==> config.mk <==
export PLATFORM = sky130hd
export DESIGN_NAME = mem_access_flat
export DESIGN_NICKNAME = d
export VERILOG_FILES = /design/src/rtl/mem_access_if.sv /design/src/rtl/mem_access.sv /design/src/flat_wrapper.sv
export SDC_FILE = /design/constraint.sdc
export NUM_CORES = 1
export LEC_CHECK = 0
export CAP_MARGIN = 0
export CORE_MARGIN = 2
export CORE_UTILIZATION = 45
export CTS_CLUSTER_SIZE = 16
export DETAILED_ROUTE_END_ITERATION = 16
export PLACE_DENSITY = 0.82
export SLEW_MARGIN = 30
export SYNTH_ARGS = -nofsm -noshare
export SYNTH_HDL_FRONTEND = slang
export SYNTH_SLANG_ARGS = --single-unit
==> constraint.sdc <==
create_clock -name clk -period 2.41 [get_ports clk]
set_input_delay 0.3615 -clock clk [delete_from_list [all_inputs] [get_ports clk]]
set_output_delay 0.3615 -clock clk [all_outputs]
set_load 0.005 [all_outputs]
==> src/rtl/mem_access_if.sv <==
// Data-memory request/acknowledge port.
// Master drives the request; slave acknowledges and returns read data.
interface mem_access_if;
    logic        req;
    logic        we;
    logic [31:0] addr;
    logic [31:0] wdata;
    logic [3:0]  be;
    logic        ack;
    logic [31:0] rdata;

    modport master (
        output req, we, addr, wdata, be,
        input  ack, rdata
    );

    modport slave (
        input  req, we, addr, wdata, be,
        output ack, rdata
    );
endinterface

==> src/rtl/mem_access.sv <==
// Memory stage: load/store to dmem request/ack transactions,
// byte-lane formatting, load extension, and writeback registers.
module mem_access #(
    parameter int ACK_TIMEOUT = 16,
    parameter int CNT_W       = 8
) (
    input  logic         clk,
    input  logic         rst_n,
    input  logic         valid_in,
    input  logic [3:0]   op_type_in,
    input  logic [4:0]   op_spec_in,
    input  logic [4:0]   rd_ind_in,
    input  logic [31:0]  rd_dat_in,
    input  logic [31:0]  mem_addr_in,
    input  logic [31:0]  mem_dat_in,
    input  logic         mem_read_en,
    input  logic         mem_write_en,
    input  logic         flsh,
    output logic         stall_out,
    mem_access_if.master dmem,
    output logic         valid_out,
    output logic [3:0]   op_type_out,
    output logic [4:0]   op_spec_out,
    output logic [4:0]   rd_ind_out,
    output logic [31:0]  rd_dat_out,
    output logic [1:0]   exc_out
);

    typedef enum logic {IDLE, BUSY} state_t;

    localparam logic [CNT_W-1:0] TMO = CNT_W'(ACK_TIMEOUT);

    state_t           state, state_nxt;
    logic [31:0]      addr_q, dat_q;
    logic [4:0]       spec_q, rd_q;
    logic [3:0]       type_q;
    logic             we_q, kill_q, kill_nxt;
    logic [CNT_W-1:0] cnt_q, cnt_nxt;

    logic        mem_op, half_op, word_op, misal;
    logic        busy, tmo, req, stall, cap;
    logic [7:0]  byte_v;
    logic [15:0] half_v;
    logic [31:0] load_v, wdata_v;
    logic [3:0]  be_v;

    logic        v_n;
    logic [3:0]  t_n;
    logic [4:0]  s_n, r_n;
    logic [31:0] d_n;
    logic [1:0]  e_n;

    assign mem_op  = valid_in & (mem_read_en | mem_write_en);
    assign half_op = (op_spec_in == 5'd1) | (op_spec_in == 5'd4)
                   | (op_spec_in == 5'd6);
    assign word_op = (op_spec_in == 5'd2) | (op_spec_in == 5'd7);
    assign misal   = (half_op & mem_addr_in[0])
                   | (word_op & (|mem_addr_in[1:0]));

    assign busy = (state == BUSY);
    assign tmo  = busy && (ACK_TIMEOUT != 0) && (cnt_q == TMO);

    // Store lane formatting and load extraction from the captured op.
    always_comb begin
        byte_v  = 8'(dmem.rdata >> {addr_q[1:0], 3'b000});
        half_v  = 16'(dmem.rdata >> {addr_q[1], 4'b0000});
        be_v    = 4'hF;
        wdata_v = dat_q;
        load_v  = dmem.rdata;
        if (we_q) begin
            if (spec_q == 5'd5) begin
                be_v    = 4'b0001 << addr_q[1:0];
                wdata_v = {4{dat_q[7:0]}};
            end else if (spec_q == 5'd6) begin
                be_v    = addr_q[1] ? 4'b1100 : 4'b0011;
                wdata_v = {2{dat_q[15:0]}};
            end
        end
        case (spec_q)
            5'd0:    load_v = {{24{byte_v[7]}}, byte_v};
            5'd1:    load_v = {{16{half_v[15]}}, half_v};
            5'd3:    load_v = {24'h0, byte_v};
            5'd4:    load_v = {16'h0, half_v};
            default: load_v = dmem.rdata;
        endcase
    end

    // Next state, handshake outputs and next writeback values.
    always_comb begin
        state_nxt = state;
        kill_nxt  = kill_q;
        cnt_nxt   = cnt_q;
        cap       = 1'b0;
        req       = 1'b0;
        stall     = 1'b0;
        v_n       = 1'b0;
        t_n       = 4'h0;
        s_n       = 5'h0;
        r_n       = 5'h0;
        d_n       = 32'h0;
        e_n       = 2'b00;
        unique case (state)
            IDLE: begin
                kill_nxt = 1'b0;
                cnt_nxt  = '0;
                if (valid_in && !flsh) begin
                    if (mem_op && !misal) begin
                        stall     = 1'b1;
                        cap       = 1'b1;
                        state_nxt = BUSY;
                    end else begin
                        v_n = 1'b1;
                        t_n = op_type_in;
                        s_n = op_spec_in;
                        r_n = rd_ind_in;
                        d_n = mem_op ? 32'h0 : rd_dat_in;
                        e_n = mem_op ? 2'b01 : 2'b00;
                    end
                end
            end
            BUSY: begin
                req   = ~tmo;
                stall = ~tmo & ~dmem.ack;
                if (flsh) kill_nxt = 1'b1;
                if (!tmo && !dmem.ack) cnt_nxt = cnt_q + 1'b1;
                if (tmo || dmem.ack) begin
                    state_nxt = IDLE;
                    if (!(kill_q || flsh)) begin
                        v_n = 1'b1;
                        t_n = type_q;
                        s_n = spec_q;
                        r_n = rd_q;
                        d_n = (tmo || we_q) ? 32'h0 : load_v;
                        e_n = tmo ? 2'b10 : 2'b00;
                    end
                end
            end
        endcase
    end

    assign stall_out   = stall;
    assign dmem.req    = req;
    assign dmem.we     = req & we_q;
    assign dmem.addr   = req ? {addr_q[31:2], 2'b00} : 32'h0;
    assign dmem.wdata  = req ? wdata_v : 32'h0;
    assign dmem.be     = req ? be_v : 4'h0;

    // State, wait counter, kill flag and captured transaction.
    always_ff @(posedge clk or negedge rst_n) begin
        if (!rst_n) begin
            state  <= IDLE;
            cnt_q  <= '0;
            kill_q <= 1'b0;
            addr_q <= 32'h0;
            dat_q  <= 32'h0;
            spec_q <= 5'h0;
            rd_q   <= 5'h0;
            type_q <= 4'h0;
            we_q   <= 1'b0;
        end else begin
            state  <= state_nxt;
            cnt_q  <= cnt_nxt;
            kill_q <= kill_nxt;
            if (cap) begin
                addr_q <= mem_addr_in;
                dat_q  <= mem_dat_in;
                spec_q <= op_spec_in;
                rd_q   <= rd_ind_in;
                type_q <= op_type_in;
                we_q   <= mem_write_en;
            end
        end
    end

    // Writeback registers, rewritten every cycle.
    always_ff @(posedge clk or negedge rst_n) begin
        if (!rst_n) begin
            valid_out   <= 1'b0;
            op_type_out <= 4'h0;
            op_spec_out <= 5'h0;
            rd_ind_out  <= 5'h0;
            rd_dat_out  <= 32'h0;
            exc_out     <= 2'b00;
        end else begin
            valid_out   <= v_n;
            op_type_out <= t_n;
            op_spec_out <= s_n;
            rd_ind_out  <= r_n;
            rd_dat_out  <= d_n;
            exc_out     <= e_n;
        end
    end

endmodule

==> src/flat_wrapper.sv <==
// flat-port wrapper written by rule: the top's interface ports become plain ports
module mem_access_flat 
#(
    parameter int ACK_TIMEOUT = 16,
    parameter int CNT_W       = 8
)
  (clk, rst_n, valid_in, op_type_in, op_spec_in, rd_ind_in, rd_dat_in, mem_addr_in, mem_dat_in, mem_read_en, mem_write_en, flsh, stall_out, valid_out, op_type_out, op_spec_out, rd_ind_out, rd_dat_out, exc_out, dmem_req, dmem_we, dmem_addr, dmem_wdata, dmem_be, dmem_ack, dmem_rdata);
  mem_access_if dmem_i ();
  input  logic clk;
  input  logic rst_n;
  input  logic valid_in;
  input  logic [3:0] op_type_in;
  input  logic [4:0] op_spec_in;
  input  logic [4:0] rd_ind_in;
  input  logic [31:0] rd_dat_in;
  input  logic [31:0] mem_addr_in;
  input  logic [31:0] mem_dat_in;
  input  logic mem_read_en;
  input  logic mem_write_en;
  input  logic flsh;
  output logic stall_out;
  output logic valid_out;
  output logic [3:0] op_type_out;
  output logic [4:0] op_spec_out;
  output logic [4:0] rd_ind_out;
  output logic [31:0] rd_dat_out;
  output logic [1:0] exc_out;
  output wire logic [$bits(dmem_i.req)-1:0] dmem_req;
  output wire logic [$bits(dmem_i.we)-1:0] dmem_we;
  output wire logic [$bits(dmem_i.addr)-1:0] dmem_addr;
  output wire logic [$bits(dmem_i.wdata)-1:0] dmem_wdata;
  output wire logic [$bits(dmem_i.be)-1:0] dmem_be;
  input wire logic [$bits(dmem_i.ack)-1:0] dmem_ack;
  input wire logic [$bits(dmem_i.rdata)-1:0] dmem_rdata;
  assign dmem_req = dmem_i.req;
  assign dmem_we = dmem_i.we;
  assign dmem_addr = dmem_i.addr;
  assign dmem_wdata = dmem_i.wdata;
  assign dmem_be = dmem_i.be;
  assign dmem_i.ack = dmem_ack;
  assign dmem_i.rdata = dmem_rdata;
  mem_access #(.ACK_TIMEOUT(ACK_TIMEOUT), .CNT_W(CNT_W)) u_core (.clk(clk), .rst_n(rst_n), .valid_in(valid_in), .op_type_in(op_type_in), .op_spec_in(op_spec_in), .rd_ind_in(rd_ind_in), .rd_dat_in(rd_dat_in), .mem_addr_in(mem_addr_in), .mem_dat_in(mem_dat_in), .mem_read_en(mem_read_en), .mem_write_en(mem_write_en), .flsh(flsh), .stall_out(stall_out), .dmem(dmem_i), .valid_out(valid_out), .op_type_out(op_type_out), .op_spec_out(op_spec_out), .rd_ind_out(rd_ind_out), .rd_dat_out(rd_dat_out), .exc_out(exc_out));
endmodule
==> impl_metrics.tcl, run 1 <==
set metrics [dict create \
    report.final.setup_viol 36 \
    timing.final.max_slew_violations 0 \
    post_layout_nonfiller_instances 1204 \
    detailed_place.area_um2 10200 \
    actual_transition_at_the_worst_max_transition_pin_ps 640 \
    core_area_um2 15200 \
    run_status "finished with violations" \
    dpl.cell_count 1136 \
    synthTopCellsByArea "sky130_fd_sc_hd__dfrtp_1 49%, sky130_fd_sc_hd__mux2_1 6.4%, sky130_fd_sc_hd__mux2_2 6.1%" \
    end_kind "output port" \
    cts_inserted_buffers 17 \
    failed_checks "negative setup slack" \
    cts_tree "built" \
    count_of_unique_library_cells_instantiated_by_yosys 64 \
    min_period_over_period_pct 105 \
    mostFrequentLayoutCells "196 x sky130_fd_sc_hd__clkdlybuf4s50_1, 138 x sky130_fd_sc_hd__dfrtp_1, 101 x sky130_fd_sc_hd__nand2_1" \
    worst_skew_pair.late_latency_ps 420 \
    cts.htree.levels 4 \
    peakVddDrop_v 0.000601 \
    detail_route.first_pass.iterations 6 \
    design.final.nets 1154 \
    die-height_um 129 \
    syn_area_per_cell_um2 10.5 \
    drtIter0Drc 447 \
    critical_path_peak_fanout 5 \
    startpoint_class "flip-flop" \
    drc 0 \
    num_rows 45 \
    synth_top_area_cell "sky130_fd_sc_hd__dfrtp_1" \
    critPathArrivalTime_ps 2170 \
    criticalPathCategory "flip-flop to output port" \
    clkSlewWorstSetupHoldPaths_ps 60 \
    setup_ws_ps -119 \
    detailedPlacementHpwl_mm 16.2 \
    synth_enable_flop_cells 0 \
    totalNegativeSetupSlack_ps -2010 \
    layout_min_cycle_time_ps 2530 \
    fin_worst_skew_ps 10.5 \
    starting_density_pct 46.1 \
    drt-vias-per-instance 5.66 \
    slew-limit-headroom_pct 57.4 \
    power_density_nw_per_um2 734 \
    yosysWarningCount 0 \
    placement.setup.worst_slack_ps -19.3 \
    regArea_um2 3450 \
    drv.max_cap_violation_count 0 \
    antenna_found_initial 1 \
    stdcell_area_um2 11500 \
    synth_top_area_share_pct 49.2 \
    post_route_antenna_net_violation_count 0 \
    rsz0062_at_grt "true" \
    routed-via-count 6811 \
    ctsRootBufferMaster "sky130_fd_sc_hd__clkbuf_16" \
    n_fill_cell 967 \
    clock_sink_total 138 \
    sequential_fraction_of_the_synthesis_area_pct 49.2 \
    global_route_wire_length_before_repair_mm 36.2 \
    gpl.final_weighted_congestion 0.879 \
    synthArstFlopShare_pct 100 \
    cts-root-to-sink-buffers 2 \
    hold_slack_ps 495 \
    syn2layout_area_growth_pct 63.6 \
    die_w_um 129 \
    mostFrequentLayoutCell "sky130_fd_sc_hd__clkdlybuf4s50_1" \
    grt_pass1_vias 6709 \
    pin_count 269 \
    postSynthCellCount 668 \
    worst-endpoint-required_ps 2050 \
    finalWirelength_mm 25.4 \
    wl_per_cell_um 21.1 \
    synthFlopType "sky130_fd_sc_hd__dfrtp_1" \
    max_freq_mhz 395 \
    timing.hold.worst.class "input pin to flip-flop" \
    ys_seq_elements 138 \
    antenna_cells_inserted 0 \
    static-leakage-power_nw 5.00 \
    gr-usage-all-layers_pct 28.8 \
    largest_net_degree_at_the_start_of_global_routing 66 \
    dieArea_um2 16600 \
    finalHoldViolations 0 \
    place.port_buffers 266 \
    synthesis.area_um2 7020 \
    post_route_cells_drive_above_1_share_pct 30.0 \
    multi_input_area_um2 3480 \
    grt.overflow.total 0 \
]
==> logic make-up (layout without fill, tap and decap cells) <==
logic type | count (synthesis) | after routing | share of synthesized area, %
flops | 138 | 138 | 49.2
xor+xnor | 9 | 9 | 1.12
other cells | 1 | 2 | 0.0535
buf+inv | 52 | 399 | 4.30
compound gates | 123 | 123 | 11.7
fa+ha+maj | 2 | 2 | 0.357
simple gates | 254 | 254 | 17.7
mux | 89 | 89 | 15.5
==> where the power goes <==
part	internal [mW]	switching, mW	total, mW	leakage [nW]
Sequential	2.71	0.314	3.02	1.75
Clock	1.84	1.01	2.86	0.313
Combinational	1.42	1.12	2.54	2.94
Total	5.97	2.45	8.42	5.00
==> metal layers <==
layer	up-vias	track usage, %	part of all wire (%)
met5	-	0	0
met4	0	12.1	3.9
met3	79	9.60	9.5
met2	389	49.8	50
met1	3324	32.7	37
li1	3019	-	-
==> through the flow <==
stage | utilization [%] | power (mW)
floorplan | - | 4.05
global placement | 67.0 | 5.12
detailed placement | 67.0 | 5.19
CTS | 73.6 | 8.22
global route | 75.5 | 8.77
finish | 75.5 | 8.42
==> cell usage after synthesis, types with 3 or more instances <==
library cell	count
sky130_fd_sc_hd__dfrtp_1	138
sky130_fd_sc_hd__nand2_1	103
sky130_fd_sc_hd__nor2_1	45
sky130_fd_sc_hd__and2_1	40
sky130_fd_sc_hd__mux2_1	40
sky130_fd_sc_hd__mux2_2	38
sky130_fd_sc_hd__a21oi_1	30
sky130_fd_sc_hd__o21ai_0	23
sky130_fd_sc_hd__o211ai_1	16
sky130_fd_sc_hd__nand3_1	15
sky130_fd_sc_hd__buf_2	14
sky130_fd_sc_hd__nor3_1	13
sky130_fd_sc_hd__o21ai_1	11
sky130_fd_sc_hd__buf_6	9
sky130_fd_sc_hd__clkbuf_1	9
sky130_fd_sc_hd__o22ai_1	9
sky130_fd_sc_hd__inv_1	8
sky130_fd_sc_hd__mux4_2	8
sky130_fd_sc_hd__nor2b_1	7
sky130_fd_sc_hd__o31ai_1	7
sky130_fd_sc_hd__and3_1	6
sky130_fd_sc_hd__a221oi_1	5
sky130_fd_sc_hd__buf_4	5
sky130_fd_sc_hd__xor2_1	5
sky130_fd_sc_hd__buf_1	4
sky130_fd_sc_hd__nand2b_1	4
sky130_fd_sc_hd__xnor2_1	4
sky130_fd_sc_hd__mux2i_1	3
sky130_fd_sc_hd__nor3b_1	3
==> what timing repair did <==
item                       4_1_cts  5_1_grt
gates resized for setup        280       86
hold endpoints to repair        63        0
hold buffers                     1        0
cloned                           5        5
buffers inserted                14       12
setup endpoints to repair       69       67
pin swaps                       17       13
==> critical path: stages, from the launching register on <==
cell	delay, ps
sky130_fd_sc_hd__dfrtp_1	390
sky130_fd_sc_hd__inv_2	90
sky130_fd_sc_hd__ha_4	140
sky130_fd_sc_hd__nor4b_4	200
sky130_fd_sc_hd__nand2_2	120
sky130_fd_sc_hd__nand2_4	100
sky130_fd_sc_hd__inv_4	50
sky130_fd_sc_hd__buf_8	130
sky130_fd_sc_hd__buf_6	120
sky130_fd_sc_hd__clkbuf_16	140
sky130_fd_sc_hd__and2_4	150
sky130_fd_sc_hd__buf_6	110
==> worst paths after layout <==
check | start | endpoint | slack [ps] | cells after the start
min in group asynchronous | rst_n | u_core.addr_q[3] | 500 | 2
worst min register to register | u_core.type_q[2] | u_core.type_q[2] | 500 | 1
worst max-delay path | u_core.cnt_q[1] | dmem_we | -120 | 11
worst max register to register | u_core.we_q | u_core.rd_dat_out[9] | 380 | 5
max in group asynchronous | rst_n | u_core.rd_dat_out[16] | 1240 | 3
worst min-delay path | rd_dat_in[21] | u_core.rd_dat_out[21] | 490 | 3
==> layout make-up <==
cell class                      instances  share of cell area [%]
Clock inverter                         10                    1.42
Inverter                                9                   0.316
Timing Repair Buffer                  358                    31.6
Tap cell                              188                    2.05
Sequential cell                       138                    30.1
Multi-Input combinational cell        479                    30.3
Clock buffer                           22                    4.22
==> flip-flops by register name (all words and copies together), names as in the netlist <==
| name | flops |
|---|---|
| u_core.rd_ind_out | 5 |
| u_core.rd_q | 5 |
| u_core.type_q | 4 |
| u_core.dat_q | 32 |
| u_core.rd_dat_out | 32 |
| u_core.spec_q | 5 |
| u_core.valid_out | 1 |
| u_core.op_type_out | 4 |
| u_core.addr_q | 32 |
| u_core.we_q | 1 |
| u_core.kill_q | 1 |
| u_core.op_spec_out | 5 |
| u_core.exc_out | 2 |
| u_core.busy | 1 |
| u_core.cnt_q | 8 |
(Power assumes the default switching activity.)
==> run 2, diff against run 1 <==
- CORE_ASPECT_RATIO: default -> 1.2
==> impl_metrics.tcl, run 2 (same netlist as run 1, synthesis figures left out) <==
set metrics [dict create \
    fin_worst_skew_ps 6.82 \
    cts-root-to-sink-buffers 2 \
    global_route_wire_length_before_repair_mm 36.5 \
    peakVddDrop_v 0.000461 \
    cts_inserted_buffers 17 \
    grt.overflow.total 0 \
    largest_net_degree_at_the_start_of_global_routing 63 \
    worst-endpoint-required_ps 2050 \
    share_seq_of_total_power_pct 37.7 \
    finalHoldViolations 0 \
    slew-limit-headroom_pct 56.1 \
    dieArea_um2 16600 \
    regToRegSetupSlack_ps 320 \
    report.final.setup_viol 21 \
    mostFrequentLayoutCell "sky130_fd_sc_hd__clkdlybuf4s50_1" \
    starting_density_pct 45.4 \
    layout_min_cycle_time_ps 2470 \
    clock_sink_total 138 \
    min_period_over_period_pct 102 \
    end_kind "output port" \
    power_mw 7.94 \
    totalNegativeSetupSlack_ps -521 \
    gr-usage-all-layers_pct 28.2 \
    power_switching_share_pct 29.4 \
    finalWirelength_mm 22.9 \
    rsz0062_at_grt "true" \
    core_area_um2 15500 \
    post_route_antenna_net_violation_count 0 \
    drv.max_cap_violation_count 0 \
    clkSlewWorstSetupHoldPaths_ps 60 \
    critical_path_peak_fanout 14 \
    clock_power_share_pct 33.0 \
    die-height_um 141 \
    power_density_nw_per_um2 717 \
    detail_route.first_pass.iterations 5 \
    top_regs "u_core.addr_q x32, u_core.dat_q x32, u_core.rd_dat_out x32" \
    combinationalPowerShare_pct 29.3 \
    num_rows 50 \
    power.switching_mw 2.33 \
    pin_count 269 \
    run_status "finished with violations" \
    drc 0 \
    worst_skew_pair.late_latency_ps 420 \
    timing.hold.worst.class "input pin to asynchronous set/reset pin" \
    detailedPlacementHpwl_mm 16.0 \
    timing.final.max_slew_violations 0 \
    cts.htree.levels 4 \
    ctsRootBufferMaster "sky130_fd_sc_hd__clkbuf_16" \
    cts_tree "built" \
    mostFrequentLayoutCells "196 x sky130_fd_sc_hd__clkdlybuf4s50_1, 138 x sky130_fd_sc_hd__dfrtp_1, 102 x sky130_fd_sc_hd__nand2_1" \
    power.internal_mw 5.61 \
    setup_ws_ps -59.0 \
    criticalPathCategory "flip-flop to output port" \
    place.port_buffers 266 \
    antenna_found_initial 0 \
    critPathArrivalTime_ps 2110 \
    grt_pass1_vias 6777 \
    max_freq_mhz 405 \
    design.final.nets 1128 \
    drt-vias-per-instance 5.43 \
    routed-via-count 6510 \
    static-leakage-power_nw 4.80 \
    failed_checks "negative setup slack" \
    placement.setup.worst_slack_ps -114 \
    antenna_cells_inserted 0 \
    startpoint_class "flip-flop" \
    gpl.final_weighted_congestion 0.889 \
    syn2layout_area_growth_pct 58.1 \
    drtIter0Drc 474 \
    post_route_cells_drive_above_1_share_pct 25.8 \
    actual_transition_at_the_worst_max_transition_pin_ps 655 \
    wl_per_cell_um 19.1 \
    die_w_um 118 \
]
## run 2: cell types whose count changed in the layout (fill, tap and decap cells not counted), sizes merged
cell,before,now
clkbuf,40,26
clkinv,3,5
dlygate4sd2,8,18
clkdlybuf4s15,0,4
buf,135,109
bufinv,4,2
## run 2: layout make-up
type	instances	area (um2)
Inverter	9	36.3
Clock inverter	10	116
Multi-Input combinational cell	479	3450
Sequential cell	138	3450
Timing Repair Buffer	332	3300
Tap cell	208	260
Clock buffer	22	474
Fill cell	1101	4360
## run 2: path summary, 6_finish.rpt
kind	startpoint	endpoint	cells after the start
hold reg to reg	u_core.addr_q[25]	u_core.addr_q[25]	1
setup reg to reg	u_core.cnt_q[3]	u_core.rd_ind_out[4]	6
min in group clk	u_core.addr_q[25]	u_core.addr_q[25]	1
hold / removal	rst_n	u_core.rd_q[1]	2
setup / recovery	u_core.cnt_q[0]	dmem_wdata[11]	9
max in group asynchronous	rst_n	u_core.rd_dat_out[21]	3
## run 2: power by group through the flow
stage                     clock network [mW]  registers, mW  logic, mW
after floorplan                            0           2.92       1.13
after global placement                     0           2.98       2.11
after detailed placement                   0           3.00       2.17
after CTS                               2.66           2.98       2.31
after global routing                    2.76           3.04       2.53
final                                   2.62           2.99       2.33
## run 2: worst max-delay path: stages, from the launching register on
cell	delay, ps
sky130_fd_sc_hd__dfrtp_1	390
sky130_fd_sc_hd__inv_2	90
sky130_fd_sc_hd__ha_4	130
sky130_fd_sc_hd__nor4b_4	180
sky130_fd_sc_hd__nand2_1	110
sky130_fd_sc_hd__nand2_2	110
sky130_fd_sc_hd__buf_4	160
sky130_fd_sc_hd__clkbuf_16	190
sky130_fd_sc_hd__a21oi_1	60
sky130_fd_sc_hd__dlygate4sd2_1	260
## run 2: stage by stage
step / instances / hold WS (ps) / instance area (um2) / util, %
finish: 1198 / 437 / 11100 / 71.8
global route: 1198 / 456 / 11100 / 71.8
CTS: 1199 / 434 / 11000 / 71.4
detailed placement: 1149 / 301 / 10200 / 65.7
global placement: 1149 / 297 / 10200 / 65.7
floorplan: 669 / 65.9 / 7020 / -
## run 2: timing repair
item,CTS,global route
endpoints found under the hold margin,37,0
hold buffers,1,0
gates cloned,6,1
pin swaps,16,15
endpoints found under the setup margin,69,69
resized for setup,276,37
buffers inserted,11,2
## run 2: metal layers
metal  global-route usage (%)  wire length (um)
met1                     32.3              8570
met2                     49.6             11900
met3                     8.09              1760
met4                     11.3               627
met5                        0                 0
==> RTL edit 1: new RTL, settings of run 1 <==
`CNT_W` is set to 8 in 2 places; all go to 10.
--- a/src/rtl/mem_access.sv
+++ b/src/rtl/mem_access.sv
@@ -2,7 +2,7 @@
 // byte-lane formatting, load extension, and writeback registers.
 module mem_access #(
     parameter int ACK_TIMEOUT = 16,
-    parameter int CNT_W       = 8
+    parameter int CNT_W       = 10
 ) (
     input  logic         clk,
     input  logic         rst_n,
--- a/src/flat_wrapper.sv
+++ b/src/flat_wrapper.sv
@@ -2,7 +2,7 @@
 module mem_access_flat 
 #(
     parameter int ACK_TIMEOUT = 16,
-    parameter int CNT_W       = 8
+    parameter int CNT_W       = 10
 )
   (clk, rst_n, valid_in, op_type_in, op_spec_in, rd_ind_in, rd_dat_in, mem_addr_in, mem_dat_in, mem_read_en, mem_write_en, flsh, stall_out, valid_out, op_type_out, op_spec_out, rd_ind_out, rd_dat_out, exc_out, dmem_req, dmem_we, dmem_addr, dmem_wdata, dmem_be, dmem_ack, dmem_rdata);
   mem_access_if dmem_i ();
Formal check against the unedited RTL: no difference found for any inputs over 4 cycles, from zero or initial values and one cycle with rst_n low; that may be too few to reach the edited logic, so the function may still have changed.
==> RTL edit 1 against run 1 <==
The run still ends with setup timing left. Critical path depth is 3 lower. Worst setup slack worse by 0.10 ns. Sequential cell count is 2 higher. Via count is 2.2% lower. Area after synthesis is 1.2% higher. Cell count is 0.33% higher. Wire length is 6.3% lower. Total power is 0.28% higher. Fmax is 3.9% lower. Cell area is 1.1% lower.
==> RTL edit 1: results <==
group,metric,value,unit
layout,final_nets,1135,
layout,stdcell_count,1208,
global_routing,grt_pass1_vias,6741,
route,routedWlPerCell,19.7,um
power_and_ir_drop,p_leak,5.11,nW
yosys,yosysSeqAreaShare,49.3,%
worst_setup_path,r2r-end,"u_core.rd_dat_out[30]",
power_and_ir_drop,p_clk,0.00301,W
clock_network,post_cts_buffers,13,
yosys,ys_types,67,
yosys,synthArstFlopShare,100,%
global_routing,grt_pass1_wl,35.5,mm
layout,n_fill_cell,1083,
place,dp.final_hpwl,15.9,mm
yosys,synthTopCellsByCount,"dfrtp_1, mux2_2, nand2_1, nor2_1, and3_1",
power_and_ir_drop,internal_power,0.00602,W
power_and_ir_drop,p_comb,0.00239,W
global_routing,grt_util_all_layers,27.6,%
route,drt_iter0_drc,469,
worst_setup_path,rr_startpoint,"u_core.addr_q[1]",
yosys,synthTopCellsByArea,"dfrtp_1, mux2_2, nand2_1",
place,gp_congestion,0.899,
clock_network,cts_resized,128,
yosys,synth_mux_area_share,16.0,%
sta,postLayoutSetupSlackWorst,-0.221,ns
worst_setup_path,worst_path_largest_cell_delay,0.37,ns
run_status,violations,"setup timing",
yosys,synthAdderAreaFrac,0.352,%
route,vias_per_cell,5.51,
yosys,syn-mean-instance-area,10.8,sq um
sta,setup_viol,56,
sta,tightest_slew,0.555,ns
worst_setup_path,critPathArrivalTime,2.27,ns
power_and_ir_drop,ir_drop,0.488,mV
yosys,synthXorXnorAreaFrac,1.48,%
global_routing,globalRouteMet2Util,45.2,%
global_routing,use_met3,9.54,%
sta,setup_tns,-5.85,ns
global_routing,antenna_found_initial,0,
sta,fin_skew,0.00436,ns
global_routing,use_met1,33.0,%
min_path,hold_class,"flop to flop",
place,placed_area,10300,sq um
worst_setup_path,critPathLaunch,"u_core.cnt_q[0]",
worst_setup_path,r2r_cells,6,
route,first_pass_iters,5,
global_routing,grt_start_max_net_pins,62,
worst_setup_path,setup.worst_path.end,"dmem_wdata[5]",
clock_network,root_buffer,"clkbuf_16",
place,dp_slack,-0.255,ns
run_status,status,"finished, violations left",
worst_setup_path,worst-path-max-fanout,20,
worst_setup_path,rrSetupSlack,0.25,ns
yosys,synth_compound_area_share,12.9,%
[RTL edit 1: changes by cell type in the layout (fill, tap and decap cells not counted), moves of 13 or more]
cell                  run 1  this run
o211ai_1                 16         0
a21oi_1                  27         8
o31ai_1                   7        21
and3_1                    6        39
mux2_2                   38        83
and2_4                   37         1
o21ai_0                  23        10
dlygate4sd2_1             8        33
nand2_1                 101        59
buf_6                    44        13
a22o_1                    2        19
mux2_1                   40         7
[RTL edit 1: layout make-up]
cell class,count,area (sq um),share of cell area [%]
Clock buffer,21,460,4.05
Inverter,13,48.8,0.430
Multi-Input combinational cell,458,3490,30.7
Clock inverter,11,214,1.88
Timing Repair Buffer,354,3370,29.7
Sequential cell,140,3500,30.9
Tap cell,211,264,2.32
[RTL edit 1: layer usage]
| layer | share of wire (%) | up-vias | routed length [um] |
|---|---|---|---|
| li1 | - | 3041 | - |
| met5 | 0 | - | 0 |
| met3 | 9.4 | 62 | 2250 |
| met1 | 38 | 3230 | 9130 |
| met2 | 48 | 325 | 11500 |
| met4 | 3.7 | 0 | 886 |
[RTL edit 1: worst min-delay path by stage]
stage | cells after the start | slack (ns) | startpoint | endpoint
6_report | 1 | 0.48 | u_core.addr_q[19] | u_core.addr_q[19]
5_1_grt | 1 | 0.50 | u_core.addr_q[21] | u_core.addr_q[21]
4_1_cts | 3 | 0.48 | rd_dat_in[18] | u_core.rd_dat_out[18]
3_5_place_dp | 1 | 0.38 | rst_n | u_core.rd_ind_out[1]
3_3_place_gp | 1 | 0.38 | rst_n | u_core.op_type_out[2]
2_1_floorplan | 0 | 0.07 | rst_n | u_core.addr_q[0]
==> RTL edit 2: new RTL, config.mk and constraints of run 1 <==
Made on the original files. Make the reset (`rst_n`) synchronous in 2 clocked blocks.
--- a/src/rtl/mem_access.sv
+++ b/src/rtl/mem_access.sv
@@ -146,7 +146,7 @@
     assign dmem.be     = req ? be_v : 4'h0;
 
     // State, wait counter, kill flag and captured transaction.
-    always_ff @(posedge clk or negedge rst_n) begin
+    always_ff @(posedge clk) begin
         if (!rst_n) begin
             state  <= IDLE;
             cnt_q  <= '0;
@@ -173,7 +173,7 @@
     end
 
     // Writeback registers, rewritten every cycle.
-    always_ff @(posedge clk or negedge rst_n) begin
+    always_ff @(posedge clk) begin
         if (!rst_n) begin
             valid_out   <= 1'b0;
             op_type_out <= 4'h0;
Formal check against the unedited RTL: differs if rst_n is asserted again (counterexample within 4 cycles, from zero or initial values and one cycle with rst_n low); with rst_n held inactive, the same outputs for 4 cycles.
==> RTL edit 2 against run 1 <==
Global-route usage is 1.4 points lower. Worst setup slack better by 0.13 ns. Sequential share of layout area is 3.0 points lower. Utilization is 2.4 points lower. Cell area is 11% lower. Wire length is 15% lower. Sequential cell count stayed put. Area after synthesis is 7.4% lower.
Power is not compared: it rests on default switching activity, and its combinational part moved more than twofold at a synthesized area within 25%.
==> RTL edit 2: results <==
group,metric,value,unit
run_status,status,"finished clean",
yosys,synthArstFlopShare,0,%
global_routing,grt_start_max_net_pins,112,
route,met1_length,8.59,mm
layout,drive_gt1_share,20.3,%
global_routing,antenna_found_initial,0,
global_routing,grt_pass1_vias,6605,
route,wl_met2,10.4,mm
route,totalWireLength,21.7,mm
sta,hold_ws,0.361,ns
place,dp.final_hpwl,15.0,mm
place,placed_cells,1273,
min_path,holdCritStartpoint,"rst_n",
place,gp_congestion,0.862,
global_routing,use_met1,32.6,%
worst_setup_path,crit_slowest_cell,"dfxtp_2",
worst_setup_path,r2r_cells,7,
route,route.met3.wl,1.93,mm
yosys,netlist_instances,854,
yosys,yosysSeqAreaShare,42.5,%
worst_setup_path,critPathArrivalTime,2.03,ns
worst_setup_path,rr_startpoint,"u_core.cnt_q[1]",
route,dr_total_vias,7156,
route,first_pass_iters,5,
global_routing,grt_util_all_layers,27.4,%
yosys,synthTopCellsByArea,"dfxtp_1, nand2_1, o21ai_0",
place,placed_area,9520,sq um
min_path,min_delay_worst_endpoint,"u_core.addr_q[1]",
layout,n_fill_cell,1102,
layout,stdcell_area,10200,sq um
route,vias_per_cell,5.41,
global_routing,use_met3,7.88,%
worst_setup_path,worst_path_largest_cell_delay,0.32,ns
yosys,ys_types,52,
yosys,synthTopCellsByCount,"nand2_1, dfxtp_1, o21ai_0, nand3_1, clkbuf_1",
worst_setup_path,r2r-end,"u_core.rd_dat_out[28]",
place,dp_slack,-0.208,ns
sta,tightest_slew,0.741,ns
==> RTL edit 2: cells by family (layout without fill, tap and decap cells) <==
kind of cell,Yosys count,in the layout,share of synthesized area (%)
simple gates,390,390,28.0
compound gates,211,211,19.4
flops,138,138,42.5
buf+inv,89,377,5.90
mux,18,18,3.04
xor+xnor,5,5,0.674
fa+ha+maj,2,2,0.385
other cells,1,2,0.0577
==> RTL edit 2: what timing repair did <==
action,in CTS,in global routing
endpoints found under the hold margin,0,0
setup buffers,9,5
endpoints found under the setup margin,69,69
pin swaps,7,7
cloned,2,2
gates resized for setup,146,134
hold buffers,0,0
==> RTL edit 2: worst max-delay path: cells and delay by family (launching register included) <==
family	cells	cell delay, ns
AND/OR/NAND/NOR	3	0.52
AO/OA/AOI/OAI	1	0.03
adder cells (fa/ha/maj)	1	0.12
buffers and inverters	5	0.63
flip-flops	1	0.32
==> RTL edit 2: worst max-delay path by stage <==
stage,slack [ns],depth (start not counted),endpoint
after floorplan,0.32,8,dmem_req
after global placement,-0.24,7,stall_out
after detailed placement,-0.21,7,stall_out
after CTS,-0.1,9,dmem_wdata[15]
after global routing,-0.07,10,dmem_wdata[19]
final,0.01,10,dmem_be[3]
==> RTL edit 2: final cells by class <==
class                   count  share of cell area [%]
clock buffers              19                    4.23
clock inverters            13                    1.26
inverters                  10                   0.367
multi-input cells         628                    34.8
flip-flops and latches    138                    27.1
well taps                 180                    2.20
repair buffers            335                    30.1
==> RTL edit 2: power breakdown <==
group | total (W) | leakage [nW] | internal (W) | switching [W]
sequential | 0.00237 | 1.12 | 0.00234 | 0.0000328
clock | 0.00248 | 0.280 | 0.00151 | 0.000972
combinational | 0.000709 | 2.72 | 0.000394 | 0.000315
